$ cat config.mk
export PLATFORM = sky130hd
export DESIGN_NAME = grid_arbiter
export DESIGN_NICKNAME = d
export VERILOG_FILES = /design/src/rtl/grid_arbiter.sv
export SDC_FILE = /design/constraint.sdc
export NUM_CORES = 1
export LEC_CHECK = 0
export CAP_MARGIN = 15
export CORE_AREA = 2 2 52 54
export CTS_CLUSTER_DIAMETER = 30
export DETAILED_ROUTE_END_ITERATION = 8
export DIE_AREA = 0 0 54 56
export GPL_TIMING_DRIVEN = 0
export HOLD_SLACK_MARGIN = 0.15
export MAX_ROUTING_LAYER = met4
export PLACE_DENSITY = 0.84
export SLEW_MARGIN = 10
export SYNTH_ARGS = -nofsm -noshare
export SYNTH_HDL_FRONTEND = slang
export SYNTH_SLANG_ARGS = --single-unit
export TNS_END_PERCENT = 5
$ cat constraint.sdc
create_clock -name clock -period 2.9 [get_ports clock]
set_input_delay 0.58 -clock clock [delete_from_list [all_inputs] [get_ports clock]]
set_output_delay 0.58 -clock clock [all_outputs]
set_load 0.01 [all_outputs]
$ cat src/rtl/grid_arbiter.sv
// grid_arbiter: round-robin req/grant owner of the single-port grid memory.
//   Requester 0 = level loader (read/write), 1 = grid renderer (read-only),
//   2 = raytracer (read-only). Ownership is held while the owner keeps req
//   high; a release costs one dead cycle before the next grant.
// Ports:
//   clock, reset          : system clock, synchronous active-high reset
//   req[2:0]              : request/hold line per requester
//   r0_x/r0_y/r0_write/r0_in, r1_x/r1_y, r2_x/r2_y : requester address/data
//   grant[2:0]            : registered one-hot owner
//   rd_valid[2:0]         : grid_out holds data for requester i's previous address
//   grid_x/grid_y/grid_write/grid_in : grid memory pins
//   busy                  : any grant bit set
module grid_arbiter #(
    parameter int X_W = 6,
    parameter int Y_W = 5,
    parameter int D_W = 3
) (
    input  logic           clock,
    input  logic           reset,
    input  logic [2:0]     req,
    input  logic [X_W-1:0] r0_x,
    input  logic [Y_W-1:0] r0_y,
    input  logic           r0_write,
    input  logic [D_W-1:0] r0_in,
    input  logic [X_W-1:0] r1_x,
    input  logic [Y_W-1:0] r1_y,
    input  logic [X_W-1:0] r2_x,
    input  logic [Y_W-1:0] r2_y,
    output logic [2:0]     grant,
    output logic [2:0]     rd_valid,
    output logic [X_W-1:0] grid_x,
    output logic [Y_W-1:0] grid_y,
    output logic           grid_write,
    output logic [D_W-1:0] grid_in,
    output logic           busy
);

    typedef enum logic {IDLE, OWN} state_t;

    state_t     state;
    logic [1:0] last_owner;
    logic [1:0] winner;
    logic       owner_holds;

    // Round-robin search starting just after the previous owner, so the
    // previous owner only wins again when nobody else is asking.
    always_comb begin
        winner = last_owner;
        for (int k = 3; k >= 1; k--) begin
            int c;
            c = (int'(last_owner) + k) % 3;
            if (req[c]) winner = 2'(c);
        end
    end

    assign owner_holds = |(grant & req);

    always_ff @(posedge clock) begin
        if (reset) begin
            state      <= IDLE;
            grant      <= 3'b000;
            last_owner <= 2'd2;
            rd_valid   <= 3'b000;
        end else begin
            // Memory read is registered: data for this cycle's address of an
            // active read shows up next cycle. Writes produce no read data.
            rd_valid <= grant & req & ~{2'b00, r0_write};
            case (state)
                IDLE: begin
                    if (|req) begin
                        grant      <= 3'b001 << winner;
                        last_owner <= winner;
                        state      <= OWN;
                    end
                end
                OWN: begin
                    // Others' requests are ignored while the owner holds.
                    if (!owner_holds) begin
                        grant <= 3'b000;
                        state <= IDLE;
                    end
                end
                default: state <= IDLE;
            endcase
        end
    end

    always_comb begin
        grid_x     = '0;
        grid_y     = '0;
        grid_in    = '0;
        grid_write = 1'b0;
        if (grant[0]) begin
            grid_x     = r0_x;
            grid_y     = r0_y;
            grid_in    = r0_in;
            // Suppress the write once reset is sampled, even though the
            // registered grant only clears at the coming edge.
            grid_write = r0_write & req[0] & ~reset;
        end else if (grant[1]) begin
            grid_x = r1_x;
            grid_y = r1_y;
        end else if (grant[2]) begin
            grid_x = r2_x;
            grid_y = r2_y;
        end
    end

    assign busy = |grant;

endmodule

==> out/summary.txt <==
vias: 1113
Pwr Density: 498 mW/mm2
setup TNS: 0 ps
# setup viols final: 0
FF-to-FF path depth: 8
final period utilization: 0.887
met3 wire len: 397 um
clock latency on the worst-skew pair: 270 ps
max-cap violations: 0
synthesized instance count: 114
initial antenna violation count: 0
outcome: complete, no violations
share of layout cells above drive strength 1: 0.0833
Clock Tree Buf Depth: 2
RSZ-0062 raised after global routing: no
pin count of the biggest net entering global routing: 11
cell with the most instances after synthesis: nand2_1
sequential cell area fraction in the yosys report: 0.205
Hold Crit Class: flip-flop to flip-flop
fmax: 389 MHz
worst path cell trace: nor2b_1, clkbuf_2, a22oi_1, o21ai_0, clkdlybuf4s50_1
Static Leak: 0.000577 uW
Overflow after GRT: 0
CP arrival: 1990 ps
clock-pin slew on the worst setup and hold paths: 60 ps
crit path capture type: output port
clk sink count: 9
DRT iter0 DRCs: 17
Vias per Instance: 5.30
Design Area, Final: 0.00157 mm2
Startpoint Class: flip-flop
Row Count: 18
Placed Cells: 206
Antenna Nets Post-Route: 0
Post-CTS Hold Buffers: 0
Placement Cell Area: 0.00154 mm2
synth top area cells: dfxtp_1 (20%), a22oi_1 (9.4%), nand2_1 (7.3%)
worst slew pin tran: 393 ps
Yosys reg bits: 9
Worst VDD drop: 0.000375 V
port bufs: 62
H-tree level count: 1
dominant cell type by area after synthesis: dfxtp_1
Die H: 56 um
critical path's slowest cell: clkdlybuf4s50_1
Top Ports: 64
total track usage: 0.208
fill cell count: 223
Yosys top cell area share: 0.205
fin crit period: 2570 ps
Max-slew headroom: 0.738
DP Wirelength: 2460 um
syn nets: 160
dominant synthesized flop cell: dfxtp_1
final wirelength: 2990 um
antenna diode count: 0
Crit Path Class: flip-flop to output port
CTS Buf Count: 3
CTS tree: done
area delta synth->final: 78.0%
drt pass-1 iters: 4
largest stage delay on the critical path: 570 ps
Syn Area/Cell: 7.72 um2
area of the core: 0.00243 mm2
Worst Skew: 1.77 ps
wire per inst: 14.3 um
total die area: 0.00302 mm2
Final Hold Vio Count: 0
final std cells w/o fill: 210
Residual DRC: 0
WL met2: 1460 um
Hold Crit Depth: 2
Initial Util: 0.362
CP Data Required Time: 2320 ps
asr flop ratio synth: 0
Synth Cell Area: 880 um2
Die X: 54 um
synth unique cells: 37
root buffer cell: clkbuf_4
Layout Nets: 227
top layer in use: met4
yosys synthesis warning count: 0
CP max FO: 10
first-pass GRT wire length: 4620 um
total power: 779 uW
Pins Over Slew Limit: 0
GP Congestion: 0.829
synth cell count leaders: nand2_1 (17), a22oi_1 (11), dfxtp_1 (9), o21ai_0 (9), o21ai_1 (8)
wl on met1: 1100 um
vias in the first global route: 1084
EDFF count, synth: 0
cells by family after synthesis:
kind of cell	count (synthesis)	share of synthesized area
fa+ha+maj	4	0.0569
simple gates	45	0.267
mux	4	0.0469
buf+inv	11	0.0910
compound gates	41	0.333
flops	9	0.205
final cells by class:
cell class / count / area, um2 / share of cell area
buffer: 8 / 70.1 / 0.0448
clock buffer: 4 / 26.3 / 0.0168
inverter: 3 / 11.3 / 0.00719
multi-input combinational: 94 / 619 / 0.396
sequential: 9 / 180 / 0.115
tap: 30 / 37.5 / 0.0240
timing repair buffer: 62 / 621 / 0.396
what timing repair did:
action,4_1_cts,5_1_grt
resized for setup,0,2
endpoints found under the setup margin,0,2
endpoints found under the hold margin,0,0
setup buffers,0,0
metal layers:
metal | global-route usage | vias to the layer above
met5 | - | -
met4 | 0.0536 | 0
met3 | 0.0726 | 5
met2 | 0.376 | 56
met1 | 0.204 | 500
li1 | - | 552
power breakdown:
| group | internal (uW) | total [uW] | switching [uW] | leakage (uW) |
|---|---|---|---|---|
| Clock | 53.0 | 96.6 | 43.6 | 0.0000150 |
| Sequential | 142 | 162 | 20.7 | 0.0000739 |
| Combinational | 285 | 520 | 235 | 0.000488 |
| Total | 479 | 779 | 300 | 0.000577 |
cells in the final DEF, fill, tap and decap left out, types with 2 or more instances in the layout:
| cell | n |
|---|---|
| clkdlybuf4s50_1 | 62 |
| nand2_1 | 17 |
| a22oi_1 | 11 |
| o21ai_0 | 9 |
| dfxtp_1 | 9 |
| o21ai_1 | 8 |
| nor2_1 | 6 |
| ha_1 | 4 |
| inv_1 | 3 |
| clkbuf_1 | 3 |
| and2_1 | 3 |
| nor2b_1 | 3 |
| mux2i_1 | 3 |
| nand3b_1 | 3 |
| clkbuf_4 | 3 |
| clkbuf_8 | 2 |
| or3_1 | 2 |
| buf_6 | 2 |
| o221ai_1 | 2 |
| nor3_1 | 2 |
| and2b_1 | 2 |
| o31ai_1 | 2 |
| a21oi_1 | 2 |
final timing paths:
kind | start | end | slack [ps]
setup / recovery | grant[2] | grid_x[3] | 330
hold reg to reg | grant[2] | rd_valid[2] | 550
setup reg to reg | last_owner[0] | grant[1] | 890
hold / removal | grant[2] | rd_valid[2] | 550
registers in the layout (all words and copies together) (netlist names):
register	count
grant	3
last_owner	2
rd_valid	3
state	1
per-stage QoR:
step / setup slack [ps] / hold WS [ps] / utilization
after floorplan: 1070 / 501 / -
after global placement: 377 / 521 / 0.632
after detailed placement: 343 / 534 / 0.632
after CTS: 159 / 546 / 0.643
after global routing: 144 / 614 / 0.644
final: 326 / 550 / 0.644
worst max-delay path: cells and delay by family (launching register included):
kind,cells,cell delay [ps]
buffers and inverters,2,820
flip-flops,1,420
AO/OA/AOI/OAI,2,290
AND/OR/NAND/NOR,1,200
Power figures use the tool's default switching activity.
==> patch (config.mk and constraints unchanged) <==
`X_W`: 6 -> 12.
--- a/src/rtl/grid_arbiter.sv
+++ b/src/rtl/grid_arbiter.sv
@@ -13,3 +13,3 @@
 module grid_arbiter #(
-    parameter int X_W = 6,
+    parameter int X_W = 12,
     parameter int Y_W = 5,
Ports: changed (resized grid_x, r0_x, r1_x and r2_x); port bits go from 64 to 88. No check against the original RTL was run, so the function may have changed too.
==> patch against the original RTL <==
Worst setup slack worse by 0.17 ns; non-clock buffer count increased by 25; design area is 18% higher; total power increased by 22%; count of clock-buffer cells in the layout unchanged; synthesized area rose by 5.5%; wire length grew 24%; clock skew up 0.0025 ns; sequential cell count unchanged; global-route usage increased by 4.3 points.
==> patch: results (changes against the original RTL) <==
Logic synthesis
  – Synth area leaders: dfxtp_1 (19%), a22oi_1 (14%), o21ai_0 (12%) (was dfxtp_1 (20%), a22oi_1 (9.4%), nand2_1 (7.3%))
  – Mux share of post-synthesis cell area: 3.23% (was 4.69%)
  – Distinct cells, synth: 30 (was 37)
  – Compound-gate portion of the synthesized area: 39.6% (was 33.3%)
  – Post-synth top cells: nand2_1 (26), o21ai_0 (22), a22oi_1 (17) (was nand2_1 (17), a22oi_1 (11), dfxtp_1 (9), o21ai_0 (9), o21ai_1 (8))
  – Sequential-to-total area share from yosys stat: 19.4% (was 20.5%)

Worst hold path
  – Hold path startpoint: grant[1]$_SDFFE_PP0P_ (was grant[2]$_SDFFE_PP0P_)
  – Hold EP: rd_valid[1]$_SDFF_PP0_ (was rd_valid[2]$_SDFF_PP0_)

STA
  – Final min period: 2.74 ns (was 2.57 ns)
  – Pin slew with the least headroom to its limit: 0.429 ns (was 0.393 ns)
  – Hold slack final: 0.489 ns (was 0.550 ns)

Place
  – Post-DP Area: 0.00183 mm^2 (was 0.00154 mm^2)
  – Input/output buffers: 86 (was 62)
  – Setup Slack @ Placement: 0.175 ns (was 0.343 ns)

Power and ir drop
  – Clk pwr share: 10.3% (was 12.4%)
  – P_clk: 0.0972 mW (was 0.0966 mW)
  – Worst VDD drop: 0.442 mV (was 0.375 mV)

Cells and area
  – Core Util, Final: 76.2% (was 64.4%)
  – Fill count: 200 (was 223)
  – Net count reported at finish: 290 (was 227)
  – Final non-filler cell total: 255 (was 210)

GRT
  – Largest net degree at the start of global routing: 18 (was 11)
  – GRT Total Usage: 25.1% (was 20.8%)
  – First-pass GRT wire length: 5.69 mm (was 4.62 mm)
  – Vias in the first global route: 1,250 (was 1,084)

Setup path
  – R2r endpoint: grant[0]$_SDFFE_PP0P_ (was grant[1]$_SDFFE_PP0P_)
  – Worst reg2reg path depth: 7 (was 8)
  – Largest stage delay, worst path: 0.63 ns (was 0.57 ns)
  – Arr. time, crit path: 2.16 ns (was 1.99 ns)
  – CP Max Fanout: 7 (was 10)

Status
  – Status: completed (unchanged)

Detailed routing
  – Met3 WL: 298 um (was 397 um)
  – Post-Route WL: 3.71 mm (was 2.99 mm)
  – M1 WL: 1.38 mm (was 1.10 mm)
  – WL met2: 1.94 mm (was 1.46 mm)
==> patch: routing by layer <==
metal  global-route usage [%]  up-vias
met5                        -        -
met4                     5.00        0
met3                     4.03        8
met2                     45.8       64
met1                     27.6      614
li1                         -      668
==> patch: cell type report <==
class                           instances  area share [%]
Inverter                                6            1.22
Multi-Input combinational cell        111            37.1
Tap cell                               30            2.03
Clock buffer                            4            1.42
Sequential cell                         9            9.72
Buffer                                  9            2.09
Timing Repair Buffer                   86            46.5
==> patch: worst max path at each step <==
stage / cells past startpoint / from / end
2_1_floorplan: 4 / grant[1]$_SDFFE_PP0P_ / grid_x[10]
3_3_place_gp: 5 / grant[1]$_SDFFE_PP0P_ / grid_x[10]
3_5_place_dp: 5 / grant[1]$_SDFFE_PP0P_ / grid_x[10]
4_1_cts: 5 / grant[1]$_SDFFE_PP0P_ / grid_x[10]
5_1_grt: 5 / grant[1]$_SDFFE_PP0P_ / grid_x[10]
6_report: 4 / req[0] / grid_write
